## config.mk

```make
export PLATFORM = sky130hd
export DESIGN_NAME = mm_copro_ctrl
export DESIGN_NICKNAME = d
export VERILOG_FILES = /design/src/rtl/mm_copro_ctrl.sv
export SDC_FILE = /design/constraint.sdc
export NUM_CORES = 2
export LEC_CHECK = 0
export CAP_MARGIN = 20
export CORE_MARGIN = 8
export CORE_UTILIZATION = 63
export DETAILED_ROUTE_END_ITERATION = 6
export GPL_ROUTABILITY_DRIVEN = 0
export HOLD_SLACK_MARGIN = 0.08
export PLACE_DENSITY = 0.78
export SLEW_MARGIN = 10
export SYNTH_ARGS = -nofsm -noshare
export SYNTH_HDL_FRONTEND = slang
export SYNTH_SLANG_ARGS = --single-unit
export TNS_END_PERCENT = 10
```

## constraint.sdc

```tcl
create_clock -name clk_i -period 11.1 [get_ports clk_i]
set_input_delay 1.11 -clock clk_i [delete_from_list [all_inputs] [get_ports clk_i]]
set_output_delay 1.11 -clock clk_i [all_outputs]
set_load 0.02 [all_outputs]
```

## src/rtl/mm_copro_ctrl.sv

```systemverilog
// Execution controller for the sparse x dense matrix-multiply coprocessor.
// Runs LOAD_DENSE / LOAD_SPARSE / RESET_ACC / STORE_ACC one at a time and drives the result port.
module mm_copro_ctrl #(
    parameter int XLEN        = 32,
    parameter int DENSE_DEPTH = 16,
    parameter int ID_WIDTH    = 3,
    parameter int CNT_WIDTH   = 16
) (
    input  logic                 clk_i,
    input  logic                 rst_i,
    input  logic                 issue_valid_i,
    output logic                 issue_ready_o,
    input  logic [1:0]           issue_op_i,
    input  logic [ID_WIDTH-1:0]  issue_id_i,
    input  logic [4:0]           issue_rd_i,
    input  logic [XLEN-1:0]      issue_rs1_i,
    input  logic [XLEN-1:0]      issue_rs2_i,
    output logic                 result_valid_o,
    input  logic                 result_ready_i,
    output logic [ID_WIDTH-1:0]  result_id_o,
    output logic [4:0]           result_rd_o,
    output logic [XLEN-1:0]      result_data_o,
    output logic                 busy_o,
    output logic [CNT_WIDTH-1:0] mac_count_o,
    output logic                 oob_err_o
);
    localparam int IDXW = $clog2(DENSE_DEPTH);

    localparam logic [1:0] OP_LOAD_DENSE  = 2'b00;
    localparam logic [1:0] OP_LOAD_SPARSE = 2'b01;
    localparam logic [1:0] OP_RESET_ACC   = 2'b10;
    localparam logic [1:0] OP_STORE_ACC   = 2'b11;

    typedef enum logic [1:0] {
        S_IDLE = 2'd0,
        S_MUL  = 2'd1,
        S_ACC  = 2'd2,
        S_RESP = 2'd3
    } state_t;

    state_t                r_state;
    state_t                w_next_state;
    logic [XLEN-1:0]       r_dense [DENSE_DEPTH];
    logic [XLEN-1:0]       r_acc;
    logic [XLEN-1:0]       r_prod;
    logic                  r_prod_live;
    logic [CNT_WIDTH-1:0]  r_mac_count;
    logic                  r_oob;
    logic                  r_res_valid;
    logic [ID_WIDTH-1:0]   r_res_id;
    logic [4:0]            r_res_rd;
    logic [XLEN-1:0]       r_res_data;

    logic                  w_accept;
    logic [IDXW-1:0]       w_idx;
    logic                  w_oob;
    logic [XLEN-1:0]       w_prod;

    function automatic logic [CNT_WIDTH-1:0] sat_inc(input logic [CNT_WIDTH-1:0] v);
        if (v == {CNT_WIDTH{1'b1}}) begin
            sat_inc = v;
        end else begin
            sat_inc = v + {{(CNT_WIDTH-1){1'b0}}, 1'b1};
        end
    endfunction

    assign issue_ready_o  = (r_state == S_IDLE);
    assign busy_o         = (r_state != S_IDLE);
    assign w_accept       = issue_valid_i & issue_ready_o;
    assign w_idx          = issue_rs2_i[IDXW-1:0];
    // Any index bit above the buffer range means the access is out of bounds.
    assign w_oob          = |issue_rs2_i[XLEN-1:IDXW];
    assign w_prod         = issue_rs1_i * r_dense[w_idx];

    assign result_valid_o = r_res_valid;
    assign result_id_o    = r_res_id;
    assign result_rd_o    = r_res_rd;
    assign result_data_o  = r_res_data;
    assign mac_count_o    = r_mac_count;
    assign oob_err_o      = r_oob;

    // State register.
    always_ff @(posedge clk_i) begin
        if (rst_i) begin
            r_state <= S_IDLE;
        end else begin
            r_state <= w_next_state;
        end
    end

    // Next-state logic: only LOAD_SPARSE and STORE_ACC leave IDLE.
    always_comb begin
        w_next_state = r_state;
        case (r_state)
            S_IDLE: begin
                if (w_accept && (issue_op_i == OP_LOAD_SPARSE)) begin
                    w_next_state = S_MUL;
                end else if (w_accept && (issue_op_i == OP_STORE_ACC)) begin
                    w_next_state = S_RESP;
                end else begin
                    w_next_state = S_IDLE;
                end
            end
            S_MUL:  w_next_state = S_ACC;
            S_ACC:  w_next_state = S_IDLE;
            S_RESP: begin
                if (result_ready_i) begin
                    w_next_state = S_IDLE;
                end else begin
                    w_next_state = S_RESP;
                end
            end
            default: w_next_state = S_IDLE;
        endcase
    end

    // Dense buffer, MAC datapath, sticky error and result registers.
    always_ff @(posedge clk_i) begin
        if (rst_i) begin
            for (int i = 0; i < DENSE_DEPTH; i++) begin
                r_dense[i] <= {XLEN{1'b0}};
            end
            r_acc       <= {XLEN{1'b0}};
            r_prod      <= {XLEN{1'b0}};
            r_prod_live <= 1'b0;
            r_mac_count <= {CNT_WIDTH{1'b0}};
            r_oob       <= 1'b0;
            r_res_valid <= 1'b0;
            r_res_id    <= {ID_WIDTH{1'b0}};
            r_res_rd    <= 5'd0;
            r_res_data  <= {XLEN{1'b0}};
        end else begin
            if (w_accept) begin
                case (issue_op_i)
                    OP_LOAD_DENSE: begin
                        if (w_oob) begin
                            r_oob <= 1'b1;
                        end else begin
                            r_dense[w_idx] <= issue_rs1_i;
                        end
                    end
                    OP_LOAD_SPARSE: begin
                        // An out-of-range op still walks MUL/ACC but adds zero and is not counted.
                        r_prod      <= w_oob ? {XLEN{1'b0}} : w_prod;
                        r_prod_live <= ~w_oob;
                        if (w_oob) begin
                            r_oob <= 1'b1;
                        end
                    end
                    OP_RESET_ACC: begin
                        r_acc       <= {XLEN{1'b0}};
                        r_mac_count <= {CNT_WIDTH{1'b0}};
                        r_oob       <= 1'b0;
                    end
                    OP_STORE_ACC: begin
                        r_res_valid <= 1'b1;
                        r_res_id    <= issue_id_i;
                        r_res_rd    <= issue_rd_i;
                        r_res_data  <= r_acc;
                    end
                    default: begin
                        r_oob <= r_oob;
                    end
                endcase
            end
            if (r_state == S_MUL) begin
                r_acc <= r_acc + r_prod;
                if (r_prod_live) begin
                    r_mac_count <= sat_inc(r_mac_count);
                end
            end
            if ((r_state == S_RESP) && result_ready_i) begin
                r_res_valid <= 1'b0;
            end
        end
    end

endmodule
```

==> impl_metrics.env <==
export IMPL_timing_final_setup_violations=0
export IMPL_run_status="finished, final reports clean"
export IMPL_detailedRoute_firstIterationViolations=3519
export IMPL_nature_of_the_critical_path_endpoint="flop"
export IMPL_crit_slowest_cell="sky130_fd_sc_hd__fa_1"
export IMPL_synthDominantAreaCellType="sky130_fd_sc_hd__edfxtp_1"
export IMPL_timing_max_cap_violations=0
export IMPL_die_height_um=282
export IMPL_clock_skew_ns=0.0200
export IMPL_area_growth_syn_to_layout_pct=9.44
export IMPL_dieArea_um2=79800
export IMPL_syn_mean_instance_area_um2=11.1
export IMPL_detail_route_wl_per_cell_um=23.6
export IMPL_grt_pass1_wl_um=184000
export IMPL_die_width_um=282
export IMPL_worst_path_largest_cell_delay_ns=0.56
export IMPL_drt_first_pass_iters=6
export IMPL_number_of_enable_flip_flop_cells_after_synthesis=512
export IMPL_rows=97
export IMPL_cts_root_buffer_cell="sky130_fd_sc_hd__clkbuf_16"
export IMPL_nets=4678
export IMPL_avgViaCountPerCell=6.30
export IMPL_rsz0062_at_grt="false"
export IMPL_worst_path_max_fanout=52
export IMPL_synth_net_count=4683
export IMPL_number_of_global_route_vias_before_repair=32100
export IMPL_final_design_area_no_fill_um2=48900
export IMPL_drtAntennaViolNets=0
export IMPL_relative_slew_margins_pct=23.3
export IMPL_grt_antenna_before_repair=5
export IMPL_netlist_top_cells_area="sky130_fd_sc_hd__edfxtp_1, sky130_fd_sc_hd__fa_1, sky130_fd_sc_hd__dfxtp_1"
export IMPL_path_common_cell="sky130_fd_sc_hd__fa_1"
export IMPL_total_cell_area_at_the_placement_stage_um2=46700
export IMPL_wirelength_um=119000
export IMPL_clk_pin_slew_ns=0.06
export IMPL_synthCells=4041
export IMPL_synth_async_sr_flop_share_pct=0
export IMPL_number_of_levels_in_the_clock_h_tree=3
export IMPL_grt_use_total_pct=30.0
export IMPL_fmaxAchievable_mhz=105
export IMPL_final_setup_tns_ns=0
export IMPL_initial_core_util_pct=63.8
export IMPL_ys_warnings_count=0
export IMPL_dpl_hpwl_um=80100
export IMPL_postCtsSetupRepairBufs=0
export IMPL_worstSkewPairLatency_ns=0.62
export IMPL_detailroute_via_count=31700
export IMPL_final_worst_path_setup_slack_ns=1.53
export IMPL_synthMostInstantiatedCell="sky130_fd_sc_hd__edfxtp_1"
export IMPL_hold_violations=0
export IMPL_synthDistinctLibCells=67
export IMPL_cts_tree="built"
export IMPL_final_max_slew_viol_count=0
export IMPL_cts_hold_repair_buffers=0
export IMPL_hold_path_class="reg -> reg"
export IMPL_critical_path_required_ns=11.56
export IMPL_maximum_number_of_pins_on_one_net_before_global_route_repair=131
export IMPL_io_buffers=137
export IMPL_cts_num_sinks=637
export IMPL_ctsLongestPathBuffers=3
export IMPL_ys_seq_elements=637
export IMPL_placeable_area_um2=70100
export IMPL_boundaryPins=138
export IMPL_dp_worst_setup_slack_ns=0.999
export IMPL_finalWorstPathRequiredPeriod_ns=9.57
export IMPL_globalRoute_totalOverflow=0
export IMPL_setup_crit_start_kind="input port"
export IMPL_drive_above_1_share_pct=8.63
export IMPL_post_route_fraction_of_the_period_consumed_by_the_critical_path_pct=86.2
export IMPL_worst_slew_pin_transition_ns=1.15
export IMPL_synthesis_area_um2=44700
export IMPL_yosys_most_used_dff="sky130_fd_sc_hd__edfxtp_1"
export IMPL_post_synth_most_frequent_cells="sky130_fd_sc_hd__edfxtp_1, sky130_fd_sc_hd__inv_1, sky130_fd_sc_hd__fa_1"
export IMPL_ys_seq_area_share_pct=40.0
export IMPL_yosys_area_top_type_share_pct=34.4
export IMPL_fill_cells=5070
export IMPL_critPathArrivalTime_ns=10.03
export IMPL_drcViolationCount=0
export IMPL_tritoncts_buffers=68
export IMPL_worst_setup_path_type="in -> reg"
export IMPL_ctsResizeCount=0
## cell usage in the layout (no fill, tap or decap), types with 7 or more instances in the layout
master                            instances
sky130_fd_sc_hd__nand2_1                380
sky130_fd_sc_hd__clkinv_2                 9
sky130_fd_sc_hd__nor2b_1                 12
sky130_fd_sc_hd__buf_4                   97
sky130_fd_sc_hd__and2_1                 266
sky130_fd_sc_hd__mux4_1                  15
sky130_fd_sc_hd__or2_2                   21
sky130_fd_sc_hd__ha_1                   155
sky130_fd_sc_hd__o21a_1                  15
sky130_fd_sc_hd__nor4_1                 107
sky130_fd_sc_hd__nor3_1                 317
sky130_fd_sc_hd__mux2_2                   9
sky130_fd_sc_hd__a221oi_1                13
sky130_fd_sc_hd__nand3b_1                 7
sky130_fd_sc_hd__mux4_2                 105
sky130_fd_sc_hd__o21ai_0                 53
sky130_fd_sc_hd__xor2_1                  29
sky130_fd_sc_hd__inv_1                  437
sky130_fd_sc_hd__xnor2_1                 68
sky130_fd_sc_hd__nand2b_1                41
sky130_fd_sc_hd__nor2_1                 237
sky130_fd_sc_hd__a31oi_1                  7
sky130_fd_sc_hd__mux2i_1                 58
sky130_fd_sc_hd__o21bai_1                 9
sky130_fd_sc_hd__a21oi_1                123
sky130_fd_sc_hd__clkdlybuf4s50_1        132
sky130_fd_sc_hd__clkbuf_16               69
sky130_fd_sc_hd__nand4_1                  8
sky130_fd_sc_hd__fa_1                   409
sky130_fd_sc_hd__clkbuf_1                20
sky130_fd_sc_hd__dfxtp_1                125
sky130_fd_sc_hd__a21o_1                  30
sky130_fd_sc_hd__clkinv_1                19
sky130_fd_sc_hd__nand3_1                 28
sky130_fd_sc_hd__or3_1                    7
sky130_fd_sc_hd__edfxtp_1               512
sky130_fd_sc_hd__and3_1                   9
sky130_fd_sc_hd__a22oi_1                 33
## per-stage QoR
| stage | utilization, % | hold WS [ns] | std cells |
|---|---|---|---|
| floorplan | - | 0.436 | 4041 |
| global placement | 66.6 | 0.442 | 4903 |
| detailed placement | 66.6 | 0.446 | 4903 |
| CTS | 69.7 | 0.454 | 5026 |
| global route | 69.8 | 0.469 | 5031 |
| finish | 69.8 | 0.453 | 5035 |
## final cells by class
type                            instances  area [µm²]  area share (%)
Timing Repair Buffer                  237        2190            4.47
Sequential cell                       637       17900            36.5
Tap cell                              940        1180            2.40
Clock buffer                           92        1840            3.77
Clock inverter                         31         277           0.565
Multi-Input combinational cell       2648       23900            48.8
Inverter                              444        1670            3.40
Antenna cell                            6        15.0          0.0307
## sequential cells by signal, indices dropped and copies added, names as in the netlist
| register | cells |
|---|---|
| result_rd_o | 5 |
| r_state | 2 |
| r_acc | 32 |
| result_id_o | 3 |
| r_prod_live | 1 |
| mac_count_o | 16 |
| result_data_o | 32 |
| result_valid_o | 1 |
| r_dense | 512 |
| r_prod | 32 |
| oob_err_o | 1 |
## path summary, 6_finish.rpt
| kind | slack (ns) | from | cells past startpoint | end |
|---|---|---|---|---|
| worst max-delay path | 1.53 | issue_rs2_i[0] | 31 | r_prod[31]$_SDFFE_PP0P_ |
| worst max register to register | 2.51 | r_dense[12][3]$_SDFFCE_PN0P_ | 26 | r_prod[30]$_SDFFE_PP0P_ |
| worst min register to register | 0.45 | result_data_o[29]$_SDFFE_PP0P_ | 2 | result_data_o[29]$_SDFFE_PP0P_ |
| worst min-delay path | 0.45 | result_data_o[29]$_SDFFE_PP0P_ | 2 | result_data_o[29]$_SDFFE_PP0P_ |
## logic make-up (layout without fill, tap and decap cells)
| kind of cell | after synthesis | in the layout | share of synthesized area, % |
|---|---|---|---|
| and+or+nand+nor | 1456 | 1456 | 16.0 |
| muxes | 188 | 188 | 7.72 |
| DFF | 637 | 637 | 40.0 |
| buffers and inverters | 756 | 804 | 6.74 |
| AOI/OAI and AO/OA | 337 | 337 | 4.76 |
| adders and majority gates | 564 | 564 | 22.6 |
| other | 0 | 6 | 0 |
| xor gates and xnor gates | 103 | 103 | 2.19 |
## critical path: cells and delay by family
family / cells / cell delay, ns
adders and majority gates: 9 / 4.17
muxes: 1 / 0.29
and+or+nand+nor: 6 / 0.73
xor gates and xnor gates: 1 / 0.15
buffers and inverters: 6 / 1.46
AOI/OAI and AO/OA: 8 / 2.03
## per-layer routing
metal,GRT usage (%),wire length [µm]
met5,0,0
met4,13.1,5320
met3,5.76,11400
met2,49.3,58300
met1,38.9,43800
Power is not shown: default switching activity piles up to over one toggle a cycle in this logic, so the estimate is an artifact.
